--- src/rtl/kb_pkg.sv ---
// Shared scan-code constants, FSM states and key-state types for the keyboard
// scan sequencer.
package kb_pkg;

  localparam logic [7:0] SC_EXT   = 8'hE0;
  localparam logic [7:0] SC_BRK   = 8'hF0;
  localparam logic [7:0] SC_W     = 8'h1D;
  localparam logic [7:0] SC_S     = 8'h1B;
  localparam logic [7:0] SC_A     = 8'h1C;
  localparam logic [7:0] SC_D     = 8'h23;
  localparam logic [7:0] SC_J     = 8'h3B;
  localparam logic [7:0] SC_SEMI  = 8'h4C;
  localparam logic [7:0] SC_UP    = 8'h75;
  localparam logic [7:0] SC_DOWN  = 8'h72;
  localparam logic [7:0] SC_LEFT  = 8'h6B;
  localparam logic [7:0] SC_RIGHT = 8'h74;

  typedef enum logic [1:0] {
    ST_IDLE,
    ST_EXT,
    ST_BRK,
    ST_EXT_BRK
  } kb_state_e;

  typedef struct packed {
    logic shoot;
    logic right;
    logic left;
    logic down;
    logic up;
  } keys_t;

  typedef struct packed {
    keys_t p2;
    keys_t p1;
  } held_t;

  // One-hot held-bit mask for a final byte; extended bytes map only P2 arrows.
  function automatic held_t key_mask(input logic [7:0] c, input logic ext);
    held_t m;
    m = '0;
    if (ext) begin
      case (c)
        SC_UP:    m.p2.up    = 1'b1;
        SC_DOWN:  m.p2.down  = 1'b1;
        SC_LEFT:  m.p2.left  = 1'b1;
        SC_RIGHT: m.p2.right = 1'b1;
        default:  m = '0;
      endcase
    end else begin
      case (c)
        SC_W:    m.p1.up    = 1'b1;
        SC_S:    m.p1.down  = 1'b1;
        SC_A:    m.p1.left  = 1'b1;
        SC_D:    m.p1.right = 1'b1;
        SC_J:    m.p1.shoot = 1'b1;
        SC_SEMI: m.p2.shoot = 1'b1;
        default: m = '0;
      endcase
    end
    return m;
  endfunction

  // Opposing directions cancel: {right, left, down, up}.
  function automatic logic [3:0] dir_out(input keys_t k);
    return {k.right & ~k.left, k.left & ~k.right, k.down & ~k.up, k.up & ~k.down};
  endfunction

endpackage

--- src/rtl/kb_scan_ctrl_fire_limiter.sv ---
// Shoot-key rate limiter: one-cycle fire pulse when held and cooled down,
// auto-repeating every FIRE_COOLDOWN cycles while held.
module fire_limiter #(
  parameter int unsigned FIRE_COOLDOWN = 2500000
) (
  input  logic clk,
  input  logic rst,
  input  logic held,
  output logic pulse
);

  localparam int unsigned CW = $clog2(FIRE_COOLDOWN);

  logic [CW-1:0] cnt;

  always_ff @(posedge clk or posedge rst) begin
    if (rst) begin
      cnt   <= '0;
      pulse <= 1'b0;
    end else begin
      pulse <= 1'b0;
      if (held && cnt == '0) begin
        pulse <= 1'b1;
        cnt   <= CW'(FIRE_COOLDOWN - 1);
      end else if (cnt != '0) begin
        cnt <= cnt - CW'(1);
      end
    end
  end

endmodule

--- src/rtl/kb_scan_ctrl.sv ---
// PS/2 set-2 scan-code sequencer: E0/F0 prefix FSM, held-key state for two
// players, opposing-direction masking and per-player fire limiting.
module kb_scan_ctrl
  import kb_pkg::*;
#(
  parameter int unsigned TIMEOUT_CYCLES = 100000,
  parameter int unsigned FIRE_COOLDOWN  = 2500000
) (
  input  logic       clk,
  input  logic       rst,
  input  logic [7:0] code,
  input  logic       code_valid,
  output logic [4:0] p1,
  output logic [4:0] p2,
  output logic       proto_err
);

  localparam int unsigned TW = $clog2(TIMEOUT_CYCLES);

  kb_state_e state, state_d;
  logic [TW-1:0] tcnt, tcnt_d;
  logic err_d;
  logic key_ev_c, key_brk_c, key_ext_c;
  logic is_prefix_c;
  held_t held, held_d, mask_c;
  logic [3:0] dir1, dir2;
  logic fire1, fire2;

  assign is_prefix_c = (code == SC_EXT) || (code == SC_BRK);

  // Prefix FSM and timeout; a strobe always wins over the timeout.
  always_comb begin
    state_d   = state;
    tcnt_d    = '0;
    err_d     = 1'b0;
    key_ev_c  = 1'b0;
    key_brk_c = 1'b0;
    key_ext_c = 1'b0;
    if (code_valid) begin
      case (state)
        ST_IDLE: begin
          if (code == SC_EXT)      state_d = ST_EXT;
          else if (code == SC_BRK) state_d = ST_BRK;
          else                     key_ev_c = 1'b1;
        end
        ST_EXT: begin
          if (code == SC_BRK) begin
            state_d = ST_EXT_BRK;
          end else if (code == SC_EXT) begin
            err_d = 1'b1;
          end else begin
            key_ev_c  = 1'b1;
            key_ext_c = 1'b1;
            state_d   = ST_IDLE;
          end
        end
        ST_BRK: begin
          state_d = ST_IDLE;
          if (is_prefix_c) err_d = 1'b1;
          else begin
            key_ev_c  = 1'b1;
            key_brk_c = 1'b1;
          end
        end
        ST_EXT_BRK: begin
          state_d = ST_IDLE;
          if (is_prefix_c) err_d = 1'b1;
          else begin
            key_ev_c  = 1'b1;
            key_brk_c = 1'b1;
            key_ext_c = 1'b1;
          end
        end
        default: state_d = ST_IDLE;
      endcase
    end else if (state != ST_IDLE) begin
      if (tcnt == TW'(TIMEOUT_CYCLES - 1)) begin
        state_d = ST_IDLE;
        err_d   = 1'b1;
      end else begin
        tcnt_d = tcnt + TW'(1);
      end
    end
  end

  always_ff @(posedge clk or posedge rst) begin
    if (rst) begin
      state     <= ST_IDLE;
      tcnt      <= '0;
      proto_err <= 1'b0;
    end else begin
      state     <= state_d;
      tcnt      <= tcnt_d;
      proto_err <= err_d;
    end
  end

  // Held-key update: make sets, break clears, unmapped codes give an empty mask.
  always_comb begin
    mask_c = key_mask(code, key_ext_c);
    held_d = held;
    if (key_ev_c) begin
      if (key_brk_c) held_d = held_t'(held & ~mask_c);
      else           held_d = held_t'(held | mask_c);
    end
  end

  always_ff @(posedge clk or posedge rst) begin
    if (rst) begin
      held <= '0;
      dir1 <= '0;
      dir2 <= '0;
    end else begin
      held <= held_d;
      dir1 <= dir_out(held_d.p1);
      dir2 <= dir_out(held_d.p2);
    end
  end

  fire_limiter #(.FIRE_COOLDOWN(FIRE_COOLDOWN)) u_fire1 (
    .clk   (clk),
    .rst   (rst),
    .held  (held.p1.shoot),
    .pulse (fire1)
  );

  fire_limiter #(.FIRE_COOLDOWN(FIRE_COOLDOWN)) u_fire2 (
    .clk   (clk),
    .rst   (rst),
    .held  (held.p2.shoot),
    .pulse (fire2)
  );

  assign p1 = {fire1, dir1};
  assign p2 = {fire2, dir2};

endmodule

--- config.mk ---
export PLATFORM = sky130hd
export DESIGN_NAME = kb_scan_ctrl
export DESIGN_NICKNAME = d
export VERILOG_FILES = /design/src/rtl/kb_pkg.sv /design/src/rtl/kb_scan_ctrl_fire_limiter.sv /design/src/rtl/kb_scan_ctrl.sv
export SDC_FILE = /design/constraint.sdc
export NUM_CORES = 1
export LEC_CHECK = 0
export BUFFER_PORTS_ARGS = -buffer_cell sky130_fd_sc_hd__buf_2
export CORE_MARGIN = 4
export CORE_UTILIZATION = 38
export CTS_CLUSTER_SIZE = 14
export DETAILED_ROUTE_END_ITERATION = 8
export SYNTH_ARGS = -nofsm -noshare
export SYNTH_HDL_FRONTEND = slang
export SYNTH_HIERARCHICAL = 1
export SYNTH_SLANG_ARGS = --single-unit
--- constraint.sdc ---
create_clock -name clk -period 2 [get_ports clk]
set_input_delay 0.2 -clock clk [delete_from_list [all_inputs] [get_ports clk]]
set_output_delay 0.2 -clock clk [all_outputs]
set_load 0.05 [all_outputs]
==> flow_summary.yaml <==
run_status:
  status: "finished with violations"
  violations: "negative setup slack"
cts:
  clock_path_buffers: 2
  cts.sink_count: 84
  clock_latency_ns: 0.33
  cts_tree: "built"
  root_buffer: "clkbuf_16"
  clkTransAtPathRegs_ns: 0.06
  cts_made_buffers: 9
  htreeDepth: 3
finish:
  fill_cells: 977
  drive_above_1_share_pct: 34.1
  seq_area_um2: 2100
  diodes: 0
  nNetsFinal: 520
  fin_util_pct: 51.0
  final_cells: 654
  multiInputGateArea_um2: 2470
  area_growth_pct: 30.8
placed_design:
  dpl.cell_count: 631
  gp_congestion: 0.792
  dp_slack_ns: -0.179
  port-buffer-count: 21
  dp_hpwl_um: 6330
sta:
  fin_worst_skew_ns: 0.00647
  period_minus_slack_ns: 2.15
  worst_slew_pin_slew_ns: 0.497
  max_slew_margin_pct: 66.8
  final_hold_viol_count: 0
  fin_ws_ns: -0.153
  finalSetupViolCount: 38
  fmax_mhz: 464
  fin_crit_sh_pct: 108
  slew_viol_final: 0
  rsz0062_at_grt: "yes"
  tns_ns: -2.92
  timing.hold.ws_ns: 0.220
synth:
  ys_types: 63
  syn-num-nets: 440
  yosysSeqAreaShare_pct: 47.0
  yosysMostFrequentCell: "dfrtp_1"
  synth_edf_count: 0
  yosysTopAreaCell: "dfrtp_1"
  synth_area_leaders: "dfrtp_1, nor2_1, mux2i_1"
  async_flop_share_pct: 100
  synth_common_cells: "dfrtp_1, nor2_1, nand2_1, nor3_1, inv_1"
  syn_area_per_cell_um2: 10.5
  ys_ff_latch: 84
  syn_inst: 426
  synthesis.area_um2: 4470
  ys_warn_count: 6
  yosys.area.top_type_share_pct: 47.0
  synth_ff_type: "dfrtp_1"
floorplanning:
  core-area_um2: 11500
  die_w_um: 116
  die_area_um2: 13600
  rows: 39
  die_h_um: 116
  io_pins: 22
  start_util_pct: 39.0
grt:
  globalRouteOverflowTotal: 0
  antenna_found_initial: 0
  grt_max_degree: 39
  grt_pass1_vias: 3534
  grt_first_pass_wirelength_um: 16700
  grt_usage_pct: 15.1
route:
  ant_nets: 0
  drt_iter0_markers: 112
  wl_um: 9590
  dr.pass1.iters: 4
  wire_per_inst_um: 14.7
  vias_per_cell: 5.35
  drc: 0
  vias: 3500
critical_path:
  worstPathArrival_ns: 2.36
  path_max_fanout: 6
  required_ns: 2.21
  start_kind: "flip-flop"
  cp-end-kind: "flip-flop"
  path_class: "reg -> reg"
hold_path:
  hold_class: "in -> reg"
run:
  cap_violations: 0
power:
  p_per_area_nw_per_um2: 1270
  vdd_drop_max_mv: 0.782
  power.leakage_nw: 2.47
-- final timing paths --
kind	cells after the start	startpoint	end	slack [ns]
setup / recovery	6	u_fire2/cnt[18]$_DFFE_PP0P_	u_fire2/cnt[11]$_DFFE_PP0P_	-0.15
hold / removal	2	code_valid	proto_err$_DFF_PP0_	0.22
setup reg to reg	6	u_fire2/cnt[18]$_DFFE_PP0P_	u_fire2/cnt[11]$_DFFE_PP0P_	-0.15
hold reg to reg	1	tcnt[0]$_DFF_PP0_	tcnt[0]$_DFF_PP0_	0.49
max in group asynchronous	4	rst	tcnt[12]$_DFF_PP0_	1.08
min in group asynchronous	4	rst	u_fire1/cnt[4]$_DFFE_PP0P_	0.48
-- where the power goes --
group / total [W] / internal (W) / switching, W
clock: 0.00202 / 0.00134 / 0.000679
combinational: 0.00292 / 0.00149 / 0.00142
sequential: 0.00249 / 0.00210 / 0.000394
-- critical path, stage by stage (launching register included) --
cell      delay [ns]
dfrtp_1         0.39
or4_4           0.54
or3_4           0.37
buf_6           0.15
o311ai_4        0.35
buf_4           0.19
nand2_2         0.04
-- metal layers --
layer  routed length [um]  global-route usage, %
met5                    0                      0
met4                  115                   5.57
met3                  211                   2.38
met2                 4660                   23.9
met1                 4610                   21.1
-- flip-flops by register name, summed over array words and instances, names as in the netlist, named ones only --
signal and flops:
u_fire1/pulse 1, proto_err 1, u_fire1/cnt 22, tcnt 17
u_fire2/pulse 1, dir2 4, u_fire2/cnt 22, state 2
held 8, dir1 4
-- per-stage QoR --
step	total power [W]	cell area, um^2
finish	0.00743	5850
detailed placement	0.00476	5090
global placement	0.00470	5090
global route	0.00789	5850
floorplan	0.00379	4480
CTS	0.00719	5680
-- repair_timing --
action | 4_1_cts | 5_1_grt
resized for setup | 35 | 30
endpoints found under the hold margin | 46 | 0
endpoints found under the setup margin | 40 | 44
hold buffers | 1 | 0
pin swaps | 20 | 10
cloned | 0 | 0
buffers inserted | 3 | 3
-- cell families (layout without fill, tap and decap cells) --
family          Yosys count  in the layout  share of synthesized area [%]
simple gates            198            198                           26.8
flops                    84             84                           47.0
compound gates           65             65                           12.1
buf+inv                  35            120                           4.67
xor+xnor                 23             23                           4.50
mux                      18             18                           4.14
fa+ha+maj                 3              3                          0.839
-- cell type report --
type,count,share of cell area [%]
Multi-Input combinational cell,307,42.3
Tap cell,143,3.06
Sequential cell,84,35.9
Inverter,17,1.09
Clock inverter,7,2.37
Clock buffer,9,3.85
Timing Repair Buffer,87,11.4
-- placed cells by master, fill, tap and decap left out, types with 5 or more instances in the layout --
| cell type | n |
|---|---|
| buf_2 | 21 |
| a21oi_1 | 6 |
| nand2_1 | 24 |
| or4_1 | 5 |
| nor3_2 | 9 |
| mux2i_1 | 14 |
| buf_4 | 56 |
| inv_1 | 17 |
| nor3_1 | 16 |
| nor2_1 | 45 |
| or3_4 | 5 |
| o21ai_0 | 7 |
| xor2_1 | 10 |
| nand4_1 | 6 |
| nor4_1 | 6 |
| dfrtp_1 | 84 |
| nand3_1 | 11 |
| clkbuf_16 | 9 |
| buf_6 | 5 |
| o31ai_1 | 7 |
| nand3b_1 | 5 |
| xnor2_1 | 11 |
| nor4_4 | 9 |
Note: power is estimated with default switching activity, not from simulation.
